$ cat src/rtl/if_fetch_ctrl.sv
// Fetch stage: owns the PC, drives the synchronous instruction ROM and holds the IF/ID register.
// Handles EX redirects (squashing wrong-path data) and buffers one returning instruction across stalls.
module if_fetch_ctrl #(
  parameter logic [31:0] RESET_PC = 32'h0000_0000,
  parameter logic [31:0] NOP_INST = 32'h0000_0013
) (
  input  logic        clk,
  input  logic        rst,
  input  logic        stall,
  input  logic        npc_op,
  input  logic [31:0] pc_jump,
  output logic        imem_en,
  output logic [31:0] imem_addr,
  input  logic [31:0] imem_rdata,
  output logic        if_id_valid,
  output logic [31:0] if_id_pc,
  output logic [31:0] if_id_pc4,
  output logic [31:0] if_id_inst,
  output logic        flush_id_ex,
  output logic        misalign_err
);

  logic [31:0] pc_q, pc_d;
  logic        resp_vld_q, resp_vld_d;
  logic [31:0] resp_pc_q, resp_pc_d;
  logic        skid_vld_q, skid_vld_d;
  logic [31:0] skid_pc_q, skid_pc_d;
  logic [31:0] skid_inst_q, skid_inst_d;
  logic        if_id_valid_q, if_id_valid_d;
  logic [31:0] if_id_pc_q, if_id_pc_d;
  logic [31:0] if_id_pc4_q, if_id_pc4_d;
  logic [31:0] if_id_inst_q, if_id_inst_d;
  logic        misalign_q, misalign_d;

  assign imem_addr    = pc_q;
  assign imem_en      = !rst && !stall && !npc_op;
  assign flush_id_ex  = npc_op;
  assign if_id_valid  = if_id_valid_q;
  assign if_id_pc     = if_id_pc_q;
  assign if_id_pc4    = if_id_pc4_q;
  assign if_id_inst   = if_id_inst_q;
  assign misalign_err = misalign_q;

  always_comb begin
    pc_d          = pc_q;
    resp_vld_d    = resp_vld_q;
    resp_pc_d     = resp_pc_q;
    skid_vld_d    = skid_vld_q;
    skid_pc_d     = skid_pc_q;
    skid_inst_d   = skid_inst_q;
    if_id_valid_d = if_id_valid_q;
    if_id_pc_d    = if_id_pc_q;
    if_id_pc4_d   = if_id_pc4_q;
    if_id_inst_d  = if_id_inst_q;
    misalign_d    = misalign_q;

    if (npc_op) begin
      // Redirect wins over stall: drop in-flight and skidded wrong-path work.
      pc_d          = {pc_jump[31:2], 2'b00};
      resp_vld_d    = 1'b0;
      skid_vld_d    = 1'b0;
      if_id_valid_d = 1'b0;
      if_id_inst_d  = NOP_INST;
      if (pc_jump[1:0] != 2'b00) misalign_d = 1'b1;
    end else if (stall) begin
      resp_vld_d = 1'b0;
      if (resp_vld_q) begin
        skid_vld_d  = 1'b1;
        skid_pc_d   = resp_pc_q;
        skid_inst_d = imem_rdata;
      end
    end else begin
      pc_d       = pc_q + 32'd4;
      resp_vld_d = 1'b1;
      resp_pc_d  = pc_q;
      // A stall always clears resp_vld, so skid and response never compete here.
      if (skid_vld_q) begin
        skid_vld_d    = 1'b0;
        if_id_valid_d = 1'b1;
        if_id_pc_d    = skid_pc_q;
        if_id_pc4_d   = skid_pc_q + 32'd4;
        if_id_inst_d  = skid_inst_q;
      end else if (resp_vld_q) begin
        if_id_valid_d = 1'b1;
        if_id_pc_d    = resp_pc_q;
        if_id_pc4_d   = resp_pc_q + 32'd4;
        if_id_inst_d  = imem_rdata;
      end else begin
        if_id_valid_d = 1'b0;
        if_id_inst_d  = NOP_INST;
      end
    end
  end

  always_ff @(posedge clk) begin
    if (rst) begin
      pc_q          <= RESET_PC;
      resp_vld_q    <= 1'b0;
      resp_pc_q     <= '0;
      skid_vld_q    <= 1'b0;
      skid_pc_q     <= '0;
      skid_inst_q   <= '0;
      if_id_valid_q <= 1'b0;
      if_id_pc_q    <= '0;
      if_id_pc4_q   <= 32'd4;
      if_id_inst_q  <= NOP_INST;
      misalign_q    <= 1'b0;
    end else begin
      pc_q          <= pc_d;
      resp_vld_q    <= resp_vld_d;
      resp_pc_q     <= resp_pc_d;
      skid_vld_q    <= skid_vld_d;
      skid_pc_q     <= skid_pc_d;
      skid_inst_q   <= skid_inst_d;
      if_id_valid_q <= if_id_valid_d;
      if_id_pc_q    <= if_id_pc_d;
      if_id_pc4_q   <= if_id_pc4_d;
      if_id_inst_q  <= if_id_inst_d;
      misalign_q    <= misalign_d;
    end
  end

endmodule
$ cat config.mk
export PLATFORM = sky130hd
export DESIGN_NAME = if_fetch_ctrl
export DESIGN_NICKNAME = d
export VERILOG_FILES = /design/src/rtl/if_fetch_ctrl.sv
export SDC_FILE = /design/constraint.sdc
export NUM_CORES = 1
export LEC_CHECK = 0
export CAP_MARGIN = 20
export CORE_MARGIN = 10
export CORE_UTILIZATION = 52
export CTS_CLUSTER_SIZE = 8
export DETAILED_ROUTE_END_ITERATION = 10
export PLACE_DENSITY = 0.84
export SLEW_MARGIN = 0
export SYNTH_ARGS = -nofsm -noshare
export SYNTH_HDL_FRONTEND = slang
export SYNTH_SLANG_ARGS = --single-unit
$ cat constraint.sdc
create_clock -name clk -period 4 [get_ports clk]
set_input_delay 0.4 -clock clk [delete_from_list [all_inputs] [get_ports clk]]
set_output_delay 0.4 -clock clk [all_outputs]
set_load 0.01 [all_outputs]
### Word level (Yosys, flattened, before mapping)

Index checks and enable logic that the tools add are counted.

| word-level totals | value |
|---|---|
| bits in registers | 228 |

| operators by class | value |
|---|---|
| add/subtract/negate cells | 3 |
| equal/unequal tests | 1 |
| multiplexer cells | 11 |
| bitwise operators | 2 |
| reduce and logical (&&, ||, !) cells | 13 |

Operators with widths:

| kind | count |
|---|---|
| $mux W32 | 8 |
| $add A32 B3 Y32 const B | 3 |
| $reduce_and A3 Y1 | 2 |
| $reduce_and A2 Y1 | 2 |
| $reduce_bool A2 Y1 | 2 |
| $logic_not A1 Y1 | 3 |
| $mux W1 | 3 |
| $reduce_or A3 Y1 | 1 |
| $logic_and A1 B1 Y1 | 2 |
| $ne A2 B1 Y1 const B | 1 |
| $not A1 Y1 | 2 |
| $reduce_or A2 Y1 | 1 |

### Logic depth before layout (Yosys ltp)

Gate-level depths: netlist of run 1.

| depth | value |
|---|---|
| depth in word-level cells | 3 |
| depth in mapped cells | 11 |

### Worst setup path before layout of run 1

No wires, ideal clock.

| timing path | value |
|---|---|
| path type | register to register |
| from | reg skid_vld_q |
| to | reg if_id_pc4_q[30] (netlist: if_id_pc4[30]) |
| arrival | 2.692 ns |
| slack | 1.246 ns |
| stages on the path, launching flop included | 12 |
| path buffers | 4 |
| clock period less this slack | 2.754 ns |
| cells stage by stage | dfxtp_1 > buf_4 > buf_6 > buf_4 > buf_2 > mux2_2 > ha_1 > nand4_2 > a22oi_4 > nand4_1 > or4_1 > nand3_1 |

| between the ends | value |
|---|---|
| cells in the longest elaborated chain, start to end | 2 |

Ends and longest elaborated chain:

| what | RTL line | source |
|---|---|---|
| from (decl) | 26 | `logic skid_vld_q, skid_vld_d;` |
| from (signal assigned) | 112 | `skid_vld_q <= skid_vld_d;` |
| $reduce_bool A2 Y1 (no line) | -- |  |
| $reduce_and A3 Y1 (no line) | -- |  |
| to (signal assigned) | 117 | `if_id_pc4_q <= if_id_pc4_d;` |
| to (decl) | 31 | `logic [31:0] if_id_pc4_q, if_id_pc4_d;` |

Parallel ways exist; a longest one is shown, timed or not.
A chain may end at the register's enable or synchronous reset.

### Worst setup path after layout of run 1

Ends and elaborated chain as after synthesis.

==> results of run 1 <==
-- through the flow --
stage / setup slack [ns] / instances / hold WS (ns) / utilization
after floorplan: 1.25 / 1243 / 0.436 / -
after global placement: 1.22 / 1585 / 0.437 / 0.630
after detailed placement: 1.12 / 1586 / 0.441 / 0.631
after CTS: 1.10 / 1619 / 0.0442 / 0.673
after global routing: 0.858 / 1620 / 0.0608 / 0.673
final: 1.04 / 1620 / 0.0614 / 0.673
-- critical path, stage by stage, from the launching register on --
cell	delay, ns
sky130_fd_sc_hd__dfxtp_4	0.87
sky130_fd_sc_hd__mux2_2	0.32
sky130_fd_sc_hd__ha_1	0.28
sky130_fd_sc_hd__nand4_2	0.16
sky130_fd_sc_hd__a22oi_4	0.34
sky130_fd_sc_hd__nand4_1	0.24
sky130_fd_sc_hd__or4_1	0.57
sky130_fd_sc_hd__nand3_1	0.09
-- area by class of cell --
| type | instances | share of cell area |
|---|---|---|
| well taps | 234 | 0.0232 |
| flip-flops and latches | 218 | 0.347 |
| multi-input cells | 914 | 0.400 |
| clock inverters | 1 | 0.000695 |
| inverters | 12 | 0.00358 |
| repair buffers | 209 | 0.164 |
| clock buffers | 32 | 0.0619 |
-- power breakdown --
part / total, mW / switching, mW / internal, mW
combinational: 0.369 / 0.194 / 0.176
clock: 2.21 / 0.868 / 1.35
sequential: 2.28 / 0.0618 / 2.22
-- state kept, by name (all words and copies together), names as in the netlist --
register,cells
imem_addr,30
misalign_err,1
resp_vld_q,1
if_id_inst,32
skid_pc_q,30
if_id_pc,30
skid_inst_q,32
resp_pc_q,30
if_id_valid,1
skid_vld_q,1
if_id_pc4,30
-- per-layer routing --
layer,part of all wire,track usage,up-vias
met2,0.45,0.340,337
met4,0.020,0.0681,0
li1,-,-,4589
met1,0.45,0.306,4406
met5,0,0,-
met3,0.077,0.0499,42
-- placed cells by master (no fill, tap or decap), types with 4 or more instances in the layout --
cell type / Yosys / final
sky130_fd_sc_hd__nand2_1: 277 / 277
sky130_fd_sc_hd__dfxtp_1: 218 / 217
sky130_fd_sc_hd__clkdlybuf4s50_1: 0 / 191
sky130_fd_sc_hd__a21oi_1: 165 / 165
sky130_fd_sc_hd__nor2_1: 112 / 110
sky130_fd_sc_hd__nand3_1: 49 / 48
sky130_fd_sc_hd__clkbuf_16: 0 / 31
sky130_fd_sc_hd__xnor2_1: 27 / 27
sky130_fd_sc_hd__a211oi_1: 23 / 23
sky130_fd_sc_hd__o21ai_0: 23 / 22
sky130_fd_sc_hd__nand3b_1: 22 / 22
sky130_fd_sc_hd__nor3_1: 21 / 21
sky130_fd_sc_hd__nand4_1: 21 / 21
sky130_fd_sc_hd__mux2i_1: 21 / 21
sky130_fd_sc_hd__a22oi_1: 16 / 16
sky130_fd_sc_hd__buf_4: 10 / 15
sky130_fd_sc_hd__inv_1: 12 / 12
sky130_fd_sc_hd__mux2_2: 10 / 10
sky130_fd_sc_hd__o311ai_1: 7 / 7
sky130_fd_sc_hd__and3_1: 7 / 6
sky130_fd_sc_hd__nor4_1: 6 / 6
sky130_fd_sc_hd__and4_1: 6 / 6
sky130_fd_sc_hd__conb_1: 1 / 6
sky130_fd_sc_hd__or4_1: 5 / 5
sky130_fd_sc_hd__nand3_2: 4 / 5
sky130_fd_sc_hd__o22ai_1: 4 / 4
sky130_fd_sc_hd__a211o_1: 4 / 4
sky130_fd_sc_hd__or3_1: 4 / 4
sky130_fd_sc_hd__o31ai_1: 4 / 4
sky130_fd_sc_hd__a311oi_1: 4 / 4
sky130_fd_sc_hd__nand4_2: 4 / 4
sky130_fd_sc_hd__nand4b_1: 4 / 4
sky130_fd_sc_hd__nand4b_4: 4 / 4
-- worst max path at each step --
stage	start	end	slack, ns	cells past startpoint
after global routing	skid_vld_q	if_id_pc4[30]	0.86	7
after detailed placement	skid_vld_q	if_id_pc4[30]	1.12	7
after floorplan	skid_vld_q	if_id_pc4[30]	1.25	11
after global placement	skid_vld_q	if_id_pc4[24]	1.22	7
final	skid_vld_q	if_id_pc4[30]	1.04	7
after CTS	skid_vld_q	if_id_pc4[30]	1.10	7
-- cells by family after synthesis --
family | after synthesis
AOI/OAI and AO/OA | 280
xor gates and xnor gates | 30
adders and majority gates | 2
buffers and inverters | 111
DFF | 218
muxes | 31
other | 1
and+or+nand+nor | 565
==> metrics list, run 1 <==
- Synth-to-layout area growth: 27.8%
- Cell depth of the worst flop-to-flop path: 7
- Placed cell areas: 0.0118 mm^2
- Counting every instance in the synthesized netlist gives 1238.
* Final Max Tran Viols: 0
- For this run, asynchronously set or reset flops after synthesis account for 0.
* Register area: 0.00437 mm^2
- Count of cells resized by post-cts repair: 0
- The total overflow left after global routing is 0.
- After clock tree synthesis, the clock-pin slew on the worst setup and hold paths is 0.06 ns.
* Hold-critical path endpoint: if_id_pc[26]
* IO Pins: 200
- STA classifies the critical path startpoint as a register.
- STA puts the critical path data required time at 4.48 ns.
- # fillers: 1547
- Number of max-cap violations: 0
- At the end of the flow, the number of nets in the layout was 1456.
- Post-synth EDFFs: 0
* Maximum clock path buffer count: 3
- TritonCTS clock tree: done
* Average footprint of a synthesized cell: 7.96 um^2
* HPWL after DPL: 20000 um
- The share of the Yosys chip area taken by registers is 0.443.
- Chip Width: 158 um
- Post-synthesis mux area share: 0.0328
- Post-CTS Setup Repair Bufs: 0
* Status: finished clean
* Post-synth top flop: sky130_fd_sc_hd__dfxtp_1
* Total wirelength of the detailed-routed design: 29100 um
* Number of global-route vias before repair: 8849
* Maximum number of pins on one net before global-route repair: 97
- The repair_antennas step left the layout with diodes totalling 0.
- After synthesis, the most frequently instantiated cells are 277 x sky130_fd_sc_hd__nand2_1, 218 x sky130_fd_sc_hd__dfxtp_1, 165 x sky130_fd_sc_hd__a21oi_1.
* Crit path kind: register to register
- By area the synthesized netlist is led by sky130_fd_sc_hd__dfxtp_1 44%, sky130_fd_sc_hd__nand2_1 11%, sky130_fd_sc_hd__a21oi_1 8.4%, sky130_fd_sc_hd__nor2_1 4.3%, sky130_fd_sc_hd__nand3_1 2.5%.
- Reg2Reg Setup Slack: 1.04 ns
* Largest area contributor in the synthesized netlist: sky130_fd_sc_hd__dfxtp_1
* Die span in y: 158 um
- The detailed router finished its first iteration with 802 violations.
- Once detail routing completed, the nets flagged for antenna violations numbered 0.
* XOR/XNOR share of the synthesized area: 0.0267
* Crit path capture type: register
* Worst-path fanout max: 73
- The first global-routing pass estimated 46000 um of wire.
- Setup repair after global routing missed its margin: no
- After synthesis, the largest family of logic cells by area is simple AND/OR/NAND/NOR gates.
* Number of optimization iterations in the first detailed-route pass: 5
- In the final layout, the multi-input gates occupy 0.00504 mm^2.
- Synthesis inferred 218 register bits.
- The startpoint identified for the worst register-to-register timing path is skid_vld_q.
* Final standard cell area without fillers: 0.0126 mm^2
- Power, Total: 4.87 mW
- For this design the static power due to leakage is 4.27 nW.
- Clock latency on the worst-skew pair, taken at its later pin, is 0.54 ns.
- For this configuration, the core starts out at a cell density of 0.527.
- Static timing analysis puts the maximum clock frequency at 0.338 GHz.
* Classification of the worst-slack hold path: input pin to register
- After detailed routing, the number of vias per cell comes to 5.79.
- Adder-cell share of the synthesized area: 0.00254
- Final critical-path share of the clock period: 0.739
* Final Hold Vio Count: 0
* Destination of the worst register-to-register timing path: if_id_pc4[30]
* Buffers on Ports: 193
- After layout, the minimum clock period comes to 2.96 ns.
* Min-Delay Path Depth: 2
- Summed instance area of the synthesized netlist: 0.00986 mm^2
* Power per standard cell area: 386 mW/mm^2
- The number of antenna violations at the first check in global routing was 0.
- The congestion estimate from routability-driven global placement came to 0.901.
- The region available for standard cell placement spans 0.0187 mm^2.
* Final routed wire length divided by cell count: 18.0 um
- Routed vias: 9374
* Total clock buffers created by CTS: 31
- The complex-gate fraction of the synthesized area was 0.173.
- Final setup violation count: 0
* Number of buffers inserted by hold repair at cts: 0
- In the final layout, the share of cells above drive strength 1 is 0.0606.
- Headroom to the max-slew limit: 0.327
- Counting every sink on the clock net gives 218.
- Area share of the leading cell type in the synthesized netlist: 0.443
- For this run, the number of Yosys warnings is 0.
- Simple-gate portion of the synthesized area: 0.272
* Data arrival time of the critical path: 3.44 ns
- Depth of the CTS H-tree: 1
* Summed negative setup slack over all endpoints: 0 ns
- Row count: 50
* Final worst clock skew: 0.0127 ns
- Yosys mapped the design onto 61 distinct sky130hd cell types.
- In the routed design, unresolved DRC markers number 0.
* DIE AREA: 0.0249 mm^2
- CTS root buf: sky130_fd_sc_hd__clkbuf_16
- Worst vdd ir: 0.323 mV
- At the pin with the least slew margin, the transition time is 1.01 ns.
* Startpoint of the lowest-slack hold path: rst
- Across every metal layer, demand over resource in global routing totals 0.222.
- sky130_fd_sc_hd__nand2_1 is the most common cell in the netlist.
Note: power is estimated with default switching activity, not from simulation.
==> run 2, diff against run 1 <==
- CORE_UTILIZATION: 52 -> 47
- PLACE_DENSITY: 0.84 -> 0.8
- clock period: 4 -> 2.5 ns (I/O delays scaled with it)
==> metrics list, run 2 (synthesis results as in run 1) <==
- Status: finished clean (unchanged)
* GRT Resource Usage Total: 0.204 (was 0.222)
- Count of cells resized by post-cts repair: 0 (unchanged)
- Critical Path, Cell by Cell: buf_12, buf_4, nand4_2, a221oi_2, nand4_1, nor3b_1, a311o_1 (was mux2_2, ha_1, nand4_2, a22oi_4, nand4_1, or4_1, nand3_1)
* Routed vias: 9429 (was 9374)
* Classification of the worst-slack hold path: input pin to register (unchanged)
* Final worst clock skew: 0.0114 ns (was 0.0127 ns)
* Antenna violations before repair: 0 (unchanged)
* Placed cell areas: 0.0121 mm^2 (was 0.0118 mm^2)
- The post-route fraction of the period consumed by the critical path is 0.902 (was 0.739).
* Reg-to-reg critical path startpoint: skid_vld_q (unchanged)
- Number of buffers inserted by hold repair at cts: 0 (unchanged)
- Maximum clock path buffer count: 3 (unchanged)
- Clock tree sinks: 218 (unchanged)
- The worst slack on hold paths is 0.0521 ns (was 0.0614 ns).
* Power per standard cell area: 608 mW/mm^2 (was 386 mW/mm^2)
* Final routed wire length divided by cell count: 17.5 um (was 18.0 um)
* Violation count after the first detailed-routing iteration: 759 (was 802)
- The upper clock frequency limit was 0.444 GHz (was 0.338 GHz).
- Slowest Stage Delay on Critical Path: 0.40 ns (was 0.87 ns)
- The final RePlAce weighted congestion came to 0.900 (was 0.901).
* Post-CTS Setup Repair Bufs: 0 (unchanged)
- The die height was 165 um (was 158 um).
- Headroom to the max-slew limit: 0.544 (was 0.327)
- The final non-filler cell area came to 0.0128 mm^2 (was 0.0126 mm^2).
- Wire length of the first global-routing pass: 46200 um (was 46000 um)
- Startpoint of the lowest-slack hold path: rst (unchanged)
- The number of top-level pins was 200 (unchanged).
- The initial core utilization came to 0.482 (was 0.527).
- The shortest period the worst path allows is 2.25 ns (was 2.96 ns).
- Number of nets still failing antenna checks after routing: 0 (unchanged)
- The insertion delay of the later-clocked pin in the worst-skew pair came to 0.54 ns (about the same).
- Commonest non-fill, non-tap cells in the layout: 277 x sky130_fd_sc_hd__nand2_1, 217 x sky130_fd_sc_hd__dfxtp_1, 191 x sky130_fd_sc_hd__clkdlybuf4s50_1, 165 x sky130_fd_sc_hd__a21oi_1, 110 x sky130_fd_sc_hd__nor2_1 (unchanged)
- The antenna diode instance count is 0 (unchanged).
- The maximum number of pins on one net before global-route repair was 69 (was 97).
* Total clock buffers created by CTS: 31 (unchanged)
- The worst supply voltage drop on vdd is 0.566 mV (was 0.323 mV).
- Setup repair after global routing missed its margin: no (unchanged)
* DIE AREA: 0.0272 mm^2 (was 0.0249 mm^2)
* Final Hold Vio Count: 0 (unchanged)
- The number of optimization iterations in the first detailed-route pass was 6 (was 5).
* Leakage power figure: 4.38 nW (was 4.27 nW)
* Worst path slowest cell: sky130_fd_sc_hd__dfxtp_4 (unchanged)
* Clock-pin slew on the worst setup and hold paths: 0.05 ns (was 0.06 ns)
- Nets@finish: 1478 (was 1456)
- The startpoint kind of the worst setup timing path is a register (unchanged).
- The data required time at the worst endpoint was 2.92 ns (was 4.48 ns).
* Crit path kind: register to register (unchanged)
- The aggregate negative setup slack is 0 ns (unchanged).
- Remaining design rule violation count: 0 (unchanged)
- The final number of max-transition violations is 0 (unchanged).
- The root buffer cell was sky130_fd_sc_hd__clkbuf_16 (unchanged).
- Worst-path fanout max: 46 (was 73)
* Crit path capture type: register (unchanged)
* Tightest Pin Transition: 0.685 ns (was 1.01 ns)
- Remaining global-route overflow: 0 (unchanged)
- The die span in x was 165 um (was 158 um).
- Row count: 52 (was 50)
- The critical path startpoint is skid_vld_q (unchanged).
- The detailed placer's ending HPWL is 20700 um (was 20000 um).
- The total wire length after detailed routing is 29400 um (was 29100 um).
* Synth-to-layout area growth: 30.4% (was 27.8%)
* Buffers on Ports: 193 (unchanged)
* Via/cell ratio: 5.62 (was 5.79)
* TritonCTS clock tree: done (unchanged)
- Data arrival time of the critical path: 2.67 ns (was 3.44 ns)
- The most common cell after layout, fill and taps aside is sky130_fd_sc_hd__nand2_1 (unchanged).
* Number of global-route vias before repair: 8754 (was 8849)
- The area of the core is 0.0204 mm^2 (was 0.0187 mm^2).
* Number of max-cap violations: 0 (unchanged)
* Share of post-route cells with drive strength above 1: 0.0759 (was 0.0606)
- The maximum level of the CTS H-tree is 1 (unchanged).
- The final-report setup violation count was 0 (unchanged).
## run 2: stage by stage
step | cells | util | power, mW | setup slack, ns
detailed placement | 1644 | 0.590 | 4.31 | 0.310
global placement | 1644 | 0.590 | 4.31 | 0.325
finish | 1679 | 0.629 | 7.81 | 0.246
global route | 1679 | 0.629 | 8.08 | 0.125
floorplan | 1243 | - | 3.99 | 0.0186
CTS | 1678 | 0.629 | 7.87 | 0.285
## run 2: metal layers
layer / wire length [um] / GRT usage / vias up
met4: 601 / 0.0596 / 0
met2: 12900 / 0.305 / 360
met5: 0 / 0 / -
met3: 2680 / 0.0461 / 49
met1: 13200 / 0.287 / 4369
li1: - / - / 4651
## run 2: layout make-up
cell class | instances | area [um^2]
clock inverters | 1 | 7.51
flip-flops and latches | 218 | 4370
repair buffers | 231 | 2250
fillers | 1782 | 7580
multi-input cells | 914 | 5060
clock buffers | 33 | 783
inverters | 12 | 45.0
well taps | 270 | 338
## run 2: final timing paths
kind                            slack [ns]  depth (start not counted)       endpoint
worst max register to register        0.25                          7  if_id_pc4[19]
worst max-delay path                  0.25                          7  if_id_pc4[19]
worst min register to register        0.44                          2   misalign_err
worst min-delay path                  0.05                          2  imem_addr[10]
## run 2: worst max-delay path, delay by kind of cell (launching register included)
kind | cells | cell delay [ns]
AO/OA/AOI/OAI | 2 | 0.69
buffers and inverters | 2 | 0.43
flip-flops | 1 | 0.40
AND/OR/NAND/NOR | 3 | 0.60
## run 2: where the power goes
group          internal (mW)  switching (mW)
Clock                   2.16            1.40
Sequential              3.55          0.0881
Combinational          0.291           0.321
==> run 3, diff against run 2 <==
- GPL_ROUTABILITY_DRIVEN: default -> 0
==> metrics list, run 3 (synthesis results as in run 1) <==
- The final number of max-transition violations came to 0 (unchanged).
- Row count: 52 (unchanged)
- Count of cells resized by post-cts repair: 0 (unchanged)
- The total wire length after detailed routing was 29500 um (was 29400 um).
* Switching share of power: 0.231 (was 0.232)
- The top fanout value on the critical path is 61 (was 46).
- The DRC violation total after the first TritonRoute iteration was 751 (was 759).
* Final Hold Vio Count: 0 (unchanged)
- The data required time at the worst endpoint was 2.91 ns (was 2.92 ns).
- Maximum number of pins on one net before global-route repair: 71 (was 69)
- Critical Path, Cell by Cell: buf_12, nand4_2, a222oi_1, nor4b_1, and2_1, o311ai_1 (was buf_12, buf_4, nand4_2, a221oi_2, nand4_1, nor3b_1, a311o_1).
- Clock latency reported for the late side of the worst-skew pair: 0.54 ns (about the same)
- Part of the total power dissipated in the clock network: 0.455 (was 0.456)
- The worst supply voltage drop on vdd was 0.622 mV (was 0.566 mV).
- Shortest clock period the worst path allows after layout: 2.25 ns (about the same)
- GRT Resource Usage Total: 0.204 (about the same)
- The area growth from synthesis to layout is 30.6% (was 30.4%).
* Remaining global-route overflow: 0 (unchanged)
- The highest cell delay on the worst timing path was 0.51 ns (was 0.40 ns).
- Category of the worst setup path launch point: register (unchanged)
- Commonest non-fill, non-tap cells in the layout: 277 x sky130_fd_sc_hd__nand2_1, 217 x sky130_fd_sc_hd__dfxtp_1, 191 x sky130_fd_sc_hd__clkdlybuf4s50_1, 165 x sky130_fd_sc_hd__a21oi_1, 110 x sky130_fd_sc_hd__nor2_1 (unchanged).
- The count of port buffers added during placement is 193 (unchanged).
* Number of nets still failing antenna checks after routing: 0 (unchanged)
- Placed Cells: 1647 (was 1644)
- Status: finished clean (unchanged)
- N_diodes: 0 (unchanged)
- The count of clock tree sinks came to 218 (unchanged).
- The clock tree from TritonCTS is done (unchanged).
- The number of optimization iterations in the first detailed-route pass is 5 (was 6).
* Power, Total: 7.82 mW (was 7.81 mW)
- Clock-pin slew on the worst setup and hold paths: 0.05 ns (about the same)
- The most common cell after layout, fill and taps aside was sky130_fd_sc_hd__nand2_1 (unchanged).
- The path category of the worst min-delay check is input pin to register (unchanged).
- The hold buffer count at CTS is 0 (unchanged).
* Leakage power figure: 4.40 nW (was 4.38 nW)
* Nets@finish: 1480 (was 1478)
- The detailed placer's ending HPWL was 20900 um (was 20700 um).
* Total clock buffers created by CTS: 31 (unchanged)
- The root buffer cell was sky130_fd_sc_hd__clkbuf_16 (unchanged).
- The headroom to the max-slew limit was 0.492 (was 0.544).
- Power per standard cell area: 607 mW/mm^2 (was 608 mW/mm^2)
- Wire length of the first global-routing pass: 46400 um (was 46200 um)
- Post-CTS Setup Repair Bufs: 0 (unchanged)
- Die span in y: 165 um (unchanged)
- The count of vias placed by the detailed router is 9486 (was 9429).
- Final critical-path share of the clock period: 0.900 (was 0.902)
- The total DRC errors in the routed layout came to 0 (unchanged).
- Starting density of the core: 0.482 (unchanged)
- Tightest Pin Transition: 0.762 ns (was 0.685 ns)
- Reported net switching power: 1.80 mW (was 1.81 mW)
* Number of max-cap violations: 0 (unchanged)
- The average wire length per cell after detail routing is 17.5 um (about the same).
* Number of global-route vias before repair: 8888 (was 8754)
* Final setup violation count: 0 (unchanged)
- The number of non-filler instances in the completed layout was 1682 (was 1679).
- IO Pins: 200 (unchanged)
- The part of the power in registers is 0.466 (about the same).
- Maximum clock path buffer count: 3 (unchanged)
- The area of the core came to 0.0204 mm^2 (unchanged).
- P_int: 6.01 mW (was 6.00 mW)
* Worst path slowest cell: sky130_fd_sc_hd__a222oi_1 (was sky130_fd_sc_hd__dfxtp_4)
* Share of post-route cells with drive strength above 1: 0.0779 (was 0.0759)
* Crit path kind: register to register (unchanged)
- The combinational group share of total power is 0.079 (was 0.078).
- The die outline area came to 0.0272 mm^2 (unchanged).
- The kind of capture point of the worst setup path is a register (unchanged).
* Chip Width: 165 um (unchanged)
- # fillers: 1777 (was 1782)
- Data arrival time of the critical path: 2.66 ns (was 2.67 ns)
- Antenna violations before repair: 0 (unchanged)
- The upper clock frequency limit came to 0.444 GHz (about the same).
* Final worst clock skew: 0.0246 ns (was 0.0114 ns)
- Setup repair after global routing missed its margin: no (unchanged).
- The maximum level of the CTS H-tree is 1 (unchanged).
- Summed negative setup slack over all endpoints: 0 ns (unchanged)
* Via/cell ratio: 5.64 (was 5.62)
[run 3: worst paths after layout]
check / from / to / slack, ns / cells past startpoint
max: skid_vld_q / if_id_pc4[28] / 0.25 / 6
min: rst / if_id_pc[27] / 0.06 / 2
max reg2reg: skid_vld_q / if_id_pc4[28] / 0.25 / 6
min reg2reg: misalign_err / misalign_err / 0.44 / 2
[run 3: layer usage]
metal  vias up  global-route usage  wire, um
li1       4638                   -         -
met1      4461               0.279     13400
met2       340               0.313     13100
met3        47              0.0505      2460
met4         0              0.0523       522
met5         -                   0         0
[run 3: stage by stage]
step	util	hold WS [ns]	area [um^2]	setup slack, ns
2_1_floorplan	-	0.386	9900	0.0186
3_3_place_gp	0.591	0.430	12100	0.377
3_5_place_dp	0.591	0.439	12100	0.340
4_1_cts	0.630	0.0494	12900	0.356
5_1_grt	0.630	0.0603	12900	0.163
6_report	0.630	0.0631	12900	0.250
[run 3: area by class of cell]
| cell class | instances | area [um^2] | share of cell area |
|---|---|---|---|
| repair buffers | 233 | 2270 | 0.176 |
| flip-flops and latches | 218 | 4370 | 0.339 |
| well taps | 270 | 338 | 0.0262 |
| multi-input cells | 914 | 5060 | 0.393 |
| clock buffers | 33 | 783 | 0.0608 |
| clock inverters | 2 | 16.3 | 0.00126 |
| inverters | 12 | 45.0 | 0.00350 |
[run 3: critical path, delay by kind of cell (launching register included)]
kind / cells / cell delay (ns)
and+or+nand+nor: 3 / 0.84
DFF: 1 / 0.40
AOI/OAI and AO/OA: 2 / 0.59
buffers and inverters: 1 / 0.27
[run 3: power groups by stage]
stage | registers (mW) | logic [mW] | clock network, mW
2_1_floorplan | 3.71 | 0.287 | 0
3_3_place_gp | 3.70 | 0.606 | 0
3_5_place_dp | 3.71 | 0.614 | 0
4_1_cts | 3.64 | 0.618 | 3.62
5_1_grt | 3.65 | 0.670 | 3.78
6_report | 3.64 | 0.617 | 3.56
